`config.mk`:
```
export PLATFORM = sky130hd
export DESIGN_NAME = bus_terminal_fifo
export DESIGN_NICKNAME = d
export VERILOG_FILES = /design/src/rtl/bus_term_pkg.sv /design/src/rtl/term_sync_fifo.sv /design/src/rtl/bus_terminal_fifo.sv
export SDC_FILE = /design/constraint.sdc
export NUM_CORES = 1
export LEC_CHECK = 0
export CAP_MARGIN = 20
export CORE_MARGIN = 5
export CORE_UTILIZATION = 51
export DETAILED_ROUTE_END_ITERATION = 6
export GPL_TIMING_DRIVEN = 0
export PLACE_DENSITY_LB_ADDON = 0.2
export SYNTH_ARGS = -nofsm -noshare
export SYNTH_HDL_FRONTEND = slang
export SYNTH_SLANG_ARGS = --single-unit
```
`constraint.sdc`:
```
create_clock -name clk -period 2.45 [get_ports clk]
set_input_delay 0.6125 -clock clk [delete_from_list [all_inputs] [get_ports clk]]
set_output_delay 0.6125 -clock clk [all_outputs]
set_load 0.005 [all_outputs]
```
`src/rtl/bus_term_pkg.sv`:
```
// Shared widths, the broadcast address and helpers for the bus terminal FIFO.
package bus_term_pkg;
  localparam int ID_W    = 8;
  localparam int CNT_W   = 16;
  localparam int PKT_MAX = 64;
  localparam logic [ID_W-1:0] BROADCAST_ID = 8'hFF;

  // Callers zero-extend the packet to PKT_MAX and pass its real width.
  function automatic logic [ID_W-1:0] get_dest(input logic [PKT_MAX-1:0] pkt,
                                               input int pkt_w);
    return pkt[pkt_w-1 -: ID_W];
  endfunction

  function automatic logic [CNT_W-1:0] sat_inc(input logic [CNT_W-1:0] val);
    return (val == '1) ? val : val + CNT_W'(1);
  endfunction
endpackage

```
`src/rtl/term_sync_fifo.sv`:
```
// Single-clock first-word-fall-through FIFO; a write into a full FIFO is taken
// when a read retires the head in the same cycle.
module term_sync_fifo #(
  parameter int WIDTH = 16,
  parameter int DEPTH = 8
) (
  input  logic                       clk,
  input  logic                       reset,
  input  logic                       wr,
  input  logic [WIDTH-1:0]           wr_data,
  input  logic                       rd,
  output logic [WIDTH-1:0]           rd_data,
  output logic [$clog2(DEPTH+1)-1:0] count,
  output logic                       full,
  output logic                       empty
);
  localparam int PW = $clog2(DEPTH);
  localparam int CW = $clog2(DEPTH+1);

  logic [WIDTH-1:0] mem [DEPTH];
  logic [PW-1:0]    wr_ptr;
  logic [PW-1:0]    rd_ptr;
  logic             rd_ok;
  logic             wr_ok;

  assign empty   = (count == '0);
  assign full    = (count == CW'(DEPTH));
  assign rd_ok   = rd & ~empty;
  assign wr_ok   = wr & (~full | rd_ok);
  assign rd_data = empty ? '0 : mem[rd_ptr];

  always_ff @(posedge clk or negedge reset) begin
    if (!reset) begin
      wr_ptr <= '0;
      rd_ptr <= '0;
      count  <= '0;
    end else begin
      if (wr_ok) wr_ptr <= wr_ptr + PW'(1);
      if (rd_ok) rd_ptr <= rd_ptr + PW'(1);
      case ({wr_ok, rd_ok})
        2'b10:   count <= count + CW'(1);
        2'b01:   count <= count - CW'(1);
        default: count <= count;
      endcase
    end
  end

  // Storage needs no reset: the head is masked to zero while empty.
  always_ff @(posedge clk) begin
    if (wr_ok) mem[wr_ptr] <= wr_data;
  end
endmodule

```
`src/rtl/bus_terminal_fifo.sv`:
```
// Bus-side terminal: TX FIFO popped by the bus, RX FIFO filled by the bus,
// plus destination checking and saturating error counters.
module bus_terminal_fifo
  import bus_term_pkg::*;
#(
  parameter int              PCKG_SZ = 16,
  parameter int              DEPTH   = 8,
  parameter logic [ID_W-1:0] ID      = '0
) (
  input  logic                       clk,
  input  logic                       reset,
  output logic                       pndng,
  output logic [PCKG_SZ-1:0]         D_pop,
  input  logic                       pop,
  input  logic                       push,
  input  logic [PCKG_SZ-1:0]         D_push,
  input  logic                       wr_en,
  input  logic [PCKG_SZ-1:0]         wr_data,
  output logic                       tx_full,
  output logic [$clog2(DEPTH+1)-1:0] tx_count,
  input  logic                       rd_en,
  output logic [PCKG_SZ-1:0]         rd_data,
  output logic                       rx_valid,
  output logic [$clog2(DEPTH+1)-1:0] rx_count,
  output logic [CNT_W-1:0]           tx_drop_cnt,
  output logic [CNT_W-1:0]           rx_ovf_cnt,
  output logic [CNT_W-1:0]           misroute_cnt,
  output logic                       pop_underflow
);
  logic            tx_empty;
  logic            rx_empty;
  logic            rx_full;
  logic            tx_drop;
  logic            rx_ovf;
  logic            misroute;
  logic [ID_W-1:0] dest;

  term_sync_fifo #(.WIDTH(PCKG_SZ), .DEPTH(DEPTH)) u_tx_fifo (
    .clk(clk), .reset(reset),
    .wr(wr_en), .wr_data(wr_data), .rd(pop), .rd_data(D_pop),
    .count(tx_count), .full(tx_full), .empty(tx_empty)
  );

  term_sync_fifo #(.WIDTH(PCKG_SZ), .DEPTH(DEPTH)) u_rx_fifo (
    .clk(clk), .reset(reset),
    .wr(push), .wr_data(D_push), .rd(rd_en), .rd_data(rd_data),
    .count(rx_count), .full(rx_full), .empty(rx_empty)
  );

  assign pndng    = ~tx_empty;
  assign rx_valid = ~rx_empty;

  // When full, the head is always valid, so a same-cycle pop/read frees a slot.
  assign tx_drop  = wr_en & tx_full & ~pop;
  assign rx_ovf   = push & rx_full & ~rd_en;
  assign dest     = get_dest(PKT_MAX'(D_push), PCKG_SZ);
  assign misroute = push & (dest != ID) & (dest != BROADCAST_ID);

  always_ff @(posedge clk or negedge reset) begin
    if (!reset) begin
      tx_drop_cnt   <= '0;
      rx_ovf_cnt    <= '0;
      misroute_cnt  <= '0;
      pop_underflow <= 1'b0;
    end else begin
      if (tx_drop)         tx_drop_cnt   <= sat_inc(tx_drop_cnt);
      if (rx_ovf)          rx_ovf_cnt    <= sat_inc(rx_ovf_cnt);
      if (misroute)        misroute_cnt  <= sat_inc(misroute_cnt);
      if (pop && tx_empty) pop_underflow <= 1'b1;
    end
  end
endmodule

```
# After elaboration in Yosys (flattened, before gate mapping)
# Memory sizes are Yosys's and may differ from the RTL's.
# Index checks and enable logic that the tools add are counted.
dict set report classes {
  addsub 11
  n_eq_ne 10
  n_mux 8
  bitwise 21
  reduce_logical 9
}
# op n
set op_table {}
lappend op_table {{16-bit by 1-bit adder with 16-bit output (second input constant)} 3}
lappend op_table {{16-bit equality test (second input constant)} 3}
lappend op_table {{16-bit 2-to-1 mux} 2}
lappend op_table {{4-bit case mux with 2 select lines} 2}
lappend op_table {{3-bit by 1-bit adder with 3-bit output (second input constant)} 4}
lappend op_table {{1-bit bitwise AND} 10}
lappend op_table {{1-bit NOT} 9}
lappend op_table {{4-bit by 1-bit adder with 4-bit output (second input constant)} 2}
lappend op_table {{4-bit equality test (second input constant)} 2}
lappend op_table {{4-bit zero test} 2}
lappend op_table {{8-bit != test (second input constant)} 1}
lappend op_table {{8-bit nonzero test} 1}
lappend op_table {{4-bit by 1-bit subtractor with 4-bit output (second input constant)} 2}
lappend op_table {{2-bit AND reduction} 3}
lappend op_table {{2-bit by 1-bit equality test with 1-bit output (second input constant)} 2}
lappend op_table {{2-bit equality test (second input constant)} 2}
lappend op_table {{1-bit 2-to-1 mux} 4}
lappend op_table {{2-bit nonzero test} 2}
lappend op_table {{1-bit bitwise OR} 2}
lappend op_table {{1-bit logical AND} 1}
dict set report totals {
  reg_bits 69
  ramBits 256
  in_bits 38
  output_inout_bits 92
  elab_cells 71
  memories 2
}
# name depth width rd rd_ports_with_merged_regs write_ports line_no
set mem_list {}
lappend mem_list {u_rx_fifo.mem 8 16 1 0 1 term_sync_fifo.sv:20} ;# logic [WIDTH-1:0] mem [DEPTH];
lappend mem_list {u_tx_fifo.mem 8 16 1 0 1 term_sync_fifo.sv:20}

# Longest topological paths before layout
# Gate-level depths: netlist of the first run.
dict set report depth {
  word_depth 7
  ltp_mapped 12
  ltp_nobuf 11
}

# By module
# Synthesis of the first run repeated with hierarchy kept, for this count alone.
dict set report hier_totals {
  cells_unflattened 801
  area_unflattened_um2 13529.2
}
# mod instances cells_each area_per_inst_um2 seq_area_each_um2
set modules_own_cells {}
lappend modules_own_cells {{term_sync_fifo (u_rx_fifo)} 1 288 5575.3 4093.9}
lappend modules_own_cells {{term_sync_fifo (u_tx_fifo)} 1 288 5572.8 4093.9}
lappend modules_own_cells {bus_terminal_fifo 1 225 2381.0 1226.2}

# Worst setup path before layout of the first run
# OpenSTA, ideal clock, no wires.
dict set report synth_timing {
  path_type {input port to flip-flop}
  start {in wr_en}
  end {mem u_tx_fifo.mem[0][0], enable pin}
  setup_ns 0.409
  arrival_ns 2.413
  required_ns 2.041
  path_slack_ns -0.372
  stages 4
  path_buffers 1
  cell_sequence {clkbuf_1 -> nand2_1 -> or2_2 -> nor3_1}
}
dict set report synth_between {
  elab_chain_cells 3
}
# item line_no
set synth_rtl {}
lappend synth_rtl {{start, declared} bus_terminal_fifo.sv:17} ;# input logic wr_en,
lappend synth_rtl {{1-bit bitwise AND} term_sync_fifo.sv:29} ;# assign wr_ok = wr & (~full | rd_ok);
lappend synth_rtl {{1-bit 2-to-1 mux} term_sync_fifo.sv:50} ;# if (wr_ok) mem[wr_ptr] <= wr_data;
lappend synth_rtl {{1-bit 2-to-1 mux (implied by the code)} term_sync_fifo.sv:50}
lappend synth_rtl {{end, declared} term_sync_fifo.sv:20}
# No other way between the ends.

# Worst setup path in the final report of the first run
dict set report layout_timing {
  start {reg u_tx_fifo.rd_ptr[0]}
  end {out D_pop[9]}
}
dict set report layout_between {
  elab_chain_cells 2
}
# item line_no
set layout_rtl {}
lappend layout_rtl {{start, declared} term_sync_fifo.sv:22} ;# logic [PW-1:0] rd_ptr;
lappend layout_rtl {{start signal, assigned} term_sync_fifo.sv:39} ;# if (rd_ok) rd_ptr <= rd_ptr + PW'(1);
lappend layout_rtl {{memory read 8 x 16 bit} n/a}
lappend layout_rtl {{16-bit 2-to-1 mux} term_sync_fifo.sv:30} ;# assign rd_data = empty ? '0 : mem[rd_ptr];
lappend layout_rtl {{end, declared} bus_terminal_fifo.sv:13} ;# output logic [PCKG_SZ-1:0] D_pop,
# No other way between the ends.

==> results of run 1 <==
==> how the worst max path moves through the flow <==
stage	from	to	slack, ns	cells after the start
floorplan	wr_en	u_tx_fifo.mem[6][0]	0.06	4
global placement	reset	misroute_cnt[11]	-1.62	1
detailed placement	u_tx_fifo.rd_ptr[0]	D_pop[2]	-0.66	6
CTS	u_rx_fifo.rd_ptr[0]	rd_data[11]	-0.33	7
global route	u_tx_fifo.rd_ptr[0]	D_pop[9]	-0.40	7
finish	u_tx_fifo.rd_ptr[0]	D_pop[9]	-0.32	7
==> Yosys cell counts, types with 2 or more instances <==
cell                       number
sky130_fd_sc_hd__buf_2          8
sky130_fd_sc_hd__ha_1          12
sky130_fd_sc_hd__xor2_1        14
sky130_fd_sc_hd__a21oi_1        3
sky130_fd_sc_hd__nand2b_1       7
sky130_fd_sc_hd__and4_1         3
sky130_fd_sc_hd__a31oi_1        3
sky130_fd_sc_hd__buf_1          2
sky130_fd_sc_hd__and2_1         5
sky130_fd_sc_hd__nor3_1         6
sky130_fd_sc_hd__mux4_2        64
sky130_fd_sc_hd__mux2_2         9
sky130_fd_sc_hd__nand4_1       23
sky130_fd_sc_hd__xnor2_1       41
sky130_fd_sc_hd__clkbuf_1      17
sky130_fd_sc_hd__inv_1          9
sky130_fd_sc_hd__o211ai_1       2
sky130_fd_sc_hd__nand3_1       17
sky130_fd_sc_hd__mux2i_1       34
sky130_fd_sc_hd__o21ai_0        3
sky130_fd_sc_hd__nor4b_1        2
sky130_fd_sc_hd__edfxtp_1     256
sky130_fd_sc_hd__nor2b_1        2
sky130_fd_sc_hd__dfrtp_1       69
sky130_fd_sc_hd__nor2_1        55
sky130_fd_sc_hd__nand3b_1       4
sky130_fd_sc_hd__nand2_1       31
sky130_fd_sc_hd__nor4_1         3
sky130_fd_sc_hd__and3_1         9
sky130_fd_sc_hd__a21o_1         3
==> flip-flops by register name, indices dropped and copies added, names as in the netlist <==
| register | cells |
|---|---|
| u_rx_fifo.mem | 128 |
| u_rx_fifo.rd_ptr | 3 |
| u_rx_fifo.count | 4 |
| u_tx_fifo.mem | 128 |
| pop_underflow | 1 |
| u_tx_fifo.wr_ptr | 3 |
| tx_drop_cnt | 16 |
| u_tx_fifo.count | 4 |
| misroute_cnt | 16 |
| u_rx_fifo.wr_ptr | 3 |
| rx_ovf_cnt | 16 |
| u_tx_fifo.rd_ptr | 3 |
==> per-stage QoR <==
step | worst slack (ns) | hold WS (ns) | total power [mW] | util [%]
after CTS | -0.330 | 0.446 | 19.3 | 65.7
after global routing | -0.402 | 0.469 | 20.1 | 65.9
after detailed placement | -0.664 | 0.446 | 13.5 | 59.4
final | -0.315 | 0.454 | 19.1 | 65.9
after floorplan | 0.0600 | 0.317 | 10.7 | -
after global placement | -1.62 | 0.442 | 13.1 | 57.9
==> cell type report <==
| class | instances | area, um2 |
|---|---|---|
| clock buffers | 47 | 931 |
| multi-input cells | 373 | 3810 |
| inverters | 9 | 36.3 |
| fillers | 1717 | 8810 |
| flip-flops and latches | 325 | 9430 |
| repair buffers | 193 | 1970 |
| plain buffers | 22 | 256 |
| well taps | 335 | 419 |
| clock inverters | 15 | 173 |
==> layer usage <==
layer / vias to the layer above / wire length, um / share of wire [%]
met4: 4 / 505 / 1.7
met3: 42 / 1520 / 5.2
met1: 3767 / 11100 / 38
li1: 3314 / - / -
met2: 180 / 15800 / 55
met5: - / 24 / 0.083
==> power groups by stage <==
| stage | clock [mW] | sequential (mW) | combinational, mW |
|---|---|---|---|
| 6_report | 5.05 | 7.44 | 6.62 |
| 5_1_grt | 5.42 | 7.53 | 7.17 |
| 4_1_cts | 5.16 | 7.47 | 6.68 |
| 3_5_place_dp | 0 | 7.44 | 6.08 |
| 3_3_place_gp | 0 | 7.36 | 5.70 |
| 2_1_floorplan | 0 | 7.32 | 3.34 |
==> cell families after synthesis <==
| group | count (synthesis) |
|---|---|
| fa+ha+maj | 13 |
| mux | 107 |
| compound gates | 18 |
| simple gates | 180 |
| xor+xnor | 55 |
| buf+inv | 37 |
| flops | 325 |
==> placed cells by master, fill, tap and decap left out, types with 9 or more instances in the layout <==
master	count
sky130_fd_sc_hd__nand2_1	31
sky130_fd_sc_hd__mux2_2	9
sky130_fd_sc_hd__buf_4	28
sky130_fd_sc_hd__xnor2_1	41
sky130_fd_sc_hd__nor2_1	40
sky130_fd_sc_hd__dfrtp_1	57
sky130_fd_sc_hd__buf_16	10
sky130_fd_sc_hd__nand3_1	17
sky130_fd_sc_hd__mux2i_1	32
sky130_fd_sc_hd__nor2_2	12
sky130_fd_sc_hd__nand4_1	23
sky130_fd_sc_hd__buf_2	35
sky130_fd_sc_hd__ha_1	11
sky130_fd_sc_hd__buf_6	15
sky130_fd_sc_hd__clkbuf_16	35
sky130_fd_sc_hd__clkbuf_1	14
sky130_fd_sc_hd__clkdlybuf4s50_1	92
sky130_fd_sc_hd__buf_12	11
sky130_fd_sc_hd__and3_1	9
sky130_fd_sc_hd__mux4_2	64
sky130_fd_sc_hd__dfrtp_2	12
sky130_fd_sc_hd__xor2_1	14
sky130_fd_sc_hd__edfxtp_1	256
==> timing repair <==
action                                  in CTS  in global routing
endpoints found under the setup margin      39                 96
hold buffers                                 1                  0
endpoints found under the hold margin        8                  0
gates resized for setup                    216                 19
setup buffers                               32                 15
pin swaps                                   19                 21
gates cloned                                 6                  0
==> metrics list, run 1 <==
* Status: complete, but fails checks
* Violations in the final reports: setup timing
* Startpoint of the worst-slack reg-to-reg timing path: u_rx_fifo.count[2]
- The worst setup path is launched from a flip-flop.
- The total overflow left after global routing is 0.
- For the pin with the worst max-slew slack, the measured transition is 0.615 ns.
- The signal on the critical path passes through buf_12 > buf_12 > buf_8 > mux4_2 > mux2i_1 > nor2_1 > buf_2.
- After detailed routing, the number of vias per cell comes to 5.54.
- Number of enable-type register cells in the synthesized netlist: 256
- The post-route netlist has about 30% of its cells at a drive strength greater than 1.
* CP endpoint kind: output pin
- Summed over all failing endpoints, the final setup total negative slack is -7.15 ns.
- Most Crowded Layer GR: met2
- Count of cells along the worst register-to-register path: 13
- Data on the critical path arrives at its endpoint at 2.15 ns.
- The number of nets handed over by synthesis was approximately 790.
* Total die area: just under 30000 um2
* Total I/O pin count: 130
- Relative contribution of combinational cells to total power: about a third
* Fraction of the yosys area taken by sequential cells: a little under three quarters
* Number of nets at the end of the flow: ~1000
* Longest individual stage delay on the worst path: around 0.51 ns
- The core region is between 20000 and 30000 um2.
- Total length of routed wires: around 29000 um
- Largest delay contributor family on the critical path: multiplexers
* Area of the mapped netlist: 13200 um2
- Headroom to the max-slew limit came out at around 60%.
- Worst-skew pair later-pin latency: around 0.52 ns
- Overall via count from detail_route: 7307
- Multiplexer area fraction after synthesis: between 10 and 15%
- Hold Crit Start: pop_underflow
- Vias in the first global route: 7815
* Most used DFF post-synth: sky130_fd_sc_hd__edfxtp_1
- The synthesized netlist devotes about 3.6% of its cell area to XOR and XNOR gates.
* Estimated wirelength of the detail-placed design: 18600 um
- Critical-path maximum fanout: 7
* Setup repair after global routing missed its margin: true
- PwrDens: roughly 1100 nW/um2
- Met3 routing resource usage after global routing: ~3.7%
* Adder and majority cell fraction of the synthesized area: under 10%
- Min-Delay Path Class: reg2reg
- Per report_power, the sequential group accounts for approximately 39% of the total.
- Combined global-route utilization of all metal layers: slightly above 20%
* Compound-gate portion of the synthesized area: slightly above 1%
- Placement-stage cell area: between 15000 and 20000 um2
* Cells after synthesis: 735
* Final cell area excluding filler cells: ~17000 um2
- Global-route wire length before repair: approximately 45000 um
- TritonCTS built the clock tree.
- Relative to the synthesized area, the layout overhead comes to 28.6%.
* Top area cells in the synthesized netlist: sky130_fd_sc_hd__edfxtp_1 (58%), sky130_fd_sc_hd__dfrtp_1 (13%), sky130_fd_sc_hd__mux4_2 (11%), sky130_fd_sc_hd__xnor2_1 (2.7%), sky130_fd_sc_hd__mux2i_1 (2.6%)
* Remaining routing DRC violations: 0
- Across the VDD grid, the largest voltage drop is between 700 and 800 uV.
- CTS Buf Count: 34
- H-tree depth: 2
* Row count: slightly below 60
* Met2 track demand over resource in global routing: between 30 and 40%
- Final critical-path required period: ~2.8 ns
* Reg-to-reg critical path endpoint: u_rx_fifo.count[2]
- Among all stages on the critical path, the largest delay is contributed by sky130_fd_sc_hd__mux4_2.
* Port Buffer Count: between 100 and 150
- The worst hold path terminates at pop_underflow.
- Number of search-and-repair iterations in the first detailed-routing pass: 5
- Largest net degree at the start of global routing: 62
* Leakage dissipation: between 6 and 7 nW
- For this configuration, the core starts out at a cell density of roughly half.
- Setup violations remaining at the end of the flow were counted as 32.
- Fmax: roughly 360 MHz
* Simple-Gate Fraction of Synth Area: around 7.5%
- Data required, critical path: 1.84 ns
- The number of hold violations in the final report is 0.
- 0 antenna diodes ended up in the layout.
- After synthesis, the largest family of logic cells by area is multiplexers.
- Number of DRC markers in iteration 0: roughly 530
- Share of flip-flops with an asynchronous set or reset after synthesis: a little over a fifth
- Number of routed nets with antenna violations: 0
* Clock slew seen by the registers of the worst setup and hold paths: 0.06 ns
* CTS sink cnt: 325
- The die is around 170 um wide.
* Post-synthesis area per instance: approximately 18 um2
- The number of antenna violations at the first check in global routing came to 2.
- Floorplan die height: 171 um
* Worst-case clock skew: roughly 0.019 ns
* Cell-internal power: 13.5 mW
* Buffer type at the clock tree root: sky130_fd_sc_hd__clkbuf_16
- Together, buffers and inverters on the worst path number 4.
- Wire length per cell: around 22 um
- The synthesized design devotes to its leading area cell type 58.1% of total area.
- Leaving out filler cells and counting taps, the final layout contains between 1000 and 1500.
* Switching Fraction: 29.4%
- Post-synthesis cell type with the largest combined area: sky130_fd_sc_hd__edfxtp_1
* Startpoint-to-endpoint class of the critical path: reg2out
* Max_cap viols: 0
* Grt met1 use: between 20% and 30%
* Cell depth of the worst min-delay path: 1
- Routability-driven placement finished with a final weighted congestion of around 0.80.
- After synthesis the netlist holds a flip-flop and latch count of around 330.
- Clock network fraction of design power: a little over a quarter
- Count of final max-slew check failures: 0
- Summed over all nets, the switching power comes to about 5.6 mW.
- In this run the register-to-register setup slack is between 0.1 and 0.15 ns.
- The clock passes through at most 3 buffers.
* Synth warn: 0
* Post-route worst setup slack: -0.315 ns
- Counting distinct cell types in the post-synthesis netlist gives 49.
* Most common cell on crit path: sky130_fd_sc_hd__buf_12
- Crit share post-route: 113%
- Cells after DPL: between 1000 and 1500
Power figures use the tool's default switching activity.
==> inputs of run 2 (changes only) <==
CAP_MARGIN = 40   (was 20)
CORE_UTILIZATION = 50   (was 51)
DONT_BUFFER_PORTS = 1   (was unset)
==> metrics list, run 2 (synthesis results as in run 1) <==
- The run finished, with violations left.
* Violations in the final reports: setup timing
- The fraction of power spent switching nets is 29.2% (-0.20 points).
- Max_slew headroom: 55.7% (-3.2 points)
- Cell-internal power: 12.8 mW (-4.8%)
- Power after layout: 18.1 mW (-5.1%)
- The post-route worst setup slack is -0.136 ns (+0.179 ns).
- PwrDens: 1160 nW/um2 (+3.1%)
- Startpoint-to-endpoint class of the critical path: reg2out
- STA classifies the critical path endpoint as an output pin.
- Startpoint of the worst-slack reg-to-reg timing path: u_rx_fifo.count[1]
- The clock transition at the registers of the reported paths came to 0.06 ns (about the same).
* Clock network fraction of design power: 29.3% (+2.9 points)
- The detailed router's first-iteration violation count came to 444 (-15%).
- The final worst-path cycle share came to 106% (-7.3 points).
- The maximum single-stage delay on the critical path came to 0.51 ns (about the same).
- Global-route wire length before repair: 41800 um (-6.9%)
- The count of buffers from port buffering came to 0 (-100%).
* Clock tree buffer depth: 3 (unchanged)
- Antenna violations before repair: 0 (-2)
- The number of cell rows was 59 (unchanged).
* Combined global-route utilization of all metal layers: 17.9% (-2.3 points)
- The H-tree level count is 2 (unchanged).
- Share of cells above drive strength 1: 27.8% (-1.8 points)
* CTS Buf Count: 34 (unchanged)
- Floorplan die height: 173 um (+0.94%)
* Most common cell on crit path: sky130_fd_sc_hd__buf_12
- Final estimated routing congestion in global placement: 0.802 (-0.26%)
- The minimum clock period is 2.59 ns (-0.179 ns).
- The post-detailed-route wirelength per cell came to 23.5 um (+7.2%).
- Total negative setup slack: -2.40 ns (+4.76 ns)
- The floorplan core area was 26100 um2 (+0.86%).
- Most used cells in the layout excluding fill and tap cells: sky130_fd_sc_hd__edfxtp_1 (256), sky130_fd_sc_hd__mux4_2 (64), sky130_fd_sc_hd__dfrtp_1 (60)
- The maximum clock rate is 387 MHz (+6.9%).
* Largest net degree at the start of global routing: 70 (+13%)
* Hold Crit Start: wr_data[10]
* Worst-case clock skew: 0.0172 ns (-0.00199 ns)
* Leakage dissipation: 5.57 nW (-9.9%)
- Number of search-and-repair iterations in the first detailed-routing pass: 6 (+1)
- In the final layout, the registers with the most flip-flops are u_rx_fifo.mem x128, u_tx_fifo.mem x128.
- The number of pins with negative max-slew slack in the final report is 0 (unchanged).
* Number of routed nets with antenna violations: 0 (unchanged)
- Critical-path maximum fanout: 8 (+1)
- Most common library cell in the layout ignoring fill and taps: sky130_fd_sc_hd__edfxtp_1
* CTS tree: done
- The effective utilization at floorplan came to 50.8% (-0.44 points).
- The maximum ir drop on the vdd rail was 842 uV (+17%).
- CP startpoint kind: flip-flop
- Total die area: 29800 um2 (+1.9%)
- Fin Hold WS: 0.200 ns (-0.254 ns)
* Data required, critical path: 1.84 ns (about the same)
- Sum of overflow across all layers after global routing: 0 (unchanged)
- The net count of the finished layout came to 857 (-15%).
* Vias in the first global route: 7133 (-8.7%)
* Relative contribution of combinational cells to total power: 29.2% (-5.5 points)
* Final cell area excluding filler cells: 15700 um2 (-7.9%)
* Total inserted antenna cells: 0 (unchanged)
- The latest clock arrival within the worst-skew pair was 0.50 ns (-0.02 ns).
- Setup repair after global routing missed its margin: true
* Final number of hold-violating endpoints: 0 (unchanged)
- The path class of the tightest hold or removal check is in2reg.
- The signal on the critical path passes through buf_12 > buf_12 > mux4_2 > mux2i_2 > nor2_2.
* CTS sink cnt: 325 (unchanged)
- The total of fill cells in the finished design came to 1838 (+7.0%).
- The instance area at placement was 14000 um2 (-8.9%).
* Total I/O pin count: 130 (unchanged)
- Compared with the post-synthesis result, the final layout area differs by 18.4%.
- The total wire length after detailed routing came to 27500 um (-5.2%).
- Buffer type at the clock tree root: sky130_fd_sc_hd__clkbuf_16
- The final setup violation count was 32 (unchanged).
* Overall via count from detail_route: 6689 (-8.5%)
* Max_cap viols: 0 (unchanged)
- The floorplan die width came to 173 um (+0.94%).
- Sw power: 5.29 mW (-5.8%)
* Launch point of the critical path: u_tx_fifo.rd_ptr[0]
- Remaining routing DRC violations: 0 (unchanged)
* Largest delay contributor family on the critical path: multiplexers
- Number of buffer and inverter stages on the critical path: 2 (-2)
- Estimated wirelength of the detail-placed design: 18300 um (-1.4%)
- Cell with the biggest individual delay on the critical path: sky130_fd_sc_hd__mux4_2
- The sequential share of power came to 41.5% (+2.6 points).
- Vias/cell: 5.73 (+3.5%)
* Arrival time at the worst endpoint: 1.97 ns (-0.18 ns)
* Actual transition at the worst max-transition pin: 0.664 ns (+0.0487 ns)
==> run 2: area by class of cell <==
type / instances / area, um2 / area share [%]
inverters: 9 / 33.8 / 0.215
well taps: 335 / 419 / 2.67
plain buffers: 22 / 259 / 1.65
clock inverters: 18 / 214 / 1.36
repair buffers: 41 / 571 / 3.64
flip-flops and latches: 325 / 9430 / 60.1
multi-input cells: 373 / 3790 / 24.2
clock buffers: 44 / 962 / 6.14
==> run 2: timing repair <==
action,in CTS,in global routing
gates cloned,2,4
endpoints found under the hold margin,69,0
endpoints found under the setup margin,39,46
hold buffers,2,0
pin swaps,3,6
buffers inserted,9,10
resized for setup,62,17
==> run 2: stage by stage <==
step	util (%)	cells	setup slack, ns
after floorplan	-	735	0.0600
after global placement	52.5	1070	-0.734
after detailed placement	53.6	1087	-0.414
after CTS	59.4	1156	-0.163
after global routing	60.2	1167	-0.204
final	60.2	1167	-0.136
==> run 2: power by group through the flow <==
| stage | clock network (mW) | logic, mW | registers (mW) |
|---|---|---|---|
| final | 5.32 | 5.29 | 7.53 |
| after detailed placement | 0 | 4.64 | 7.51 |
| after floorplan | 0 | 3.34 | 7.32 |
| after CTS | 5.43 | 5.06 | 7.55 |
| after global placement | 0 | 4.29 | 7.44 |
| after global routing | 5.65 | 5.74 | 7.61 |
==> run 2: worst paths after layout <==
check	endpoint	slack, ns	cells past startpoint
setup / recovery	D_pop[13]	-0.14	5
hold / removal	u_tx_fifo.mem[5][10]	0.20	0
setup reg to reg	u_rx_fifo.count[2]	0.02	12
hold reg to reg	rx_ovf_cnt[15]	0.52	1
max in group asynchronous	u_rx_fifo.count[0]	1.43	2
min in group asynchronous	pop_underflow	0.71	2
==> run 2: per-layer routing <==
metal	global-route usage, %	wire length, um
met2	32.3	14900
met4	4.88	583
met1	20.7	10100
met5	0	0
met3	5.44	1900
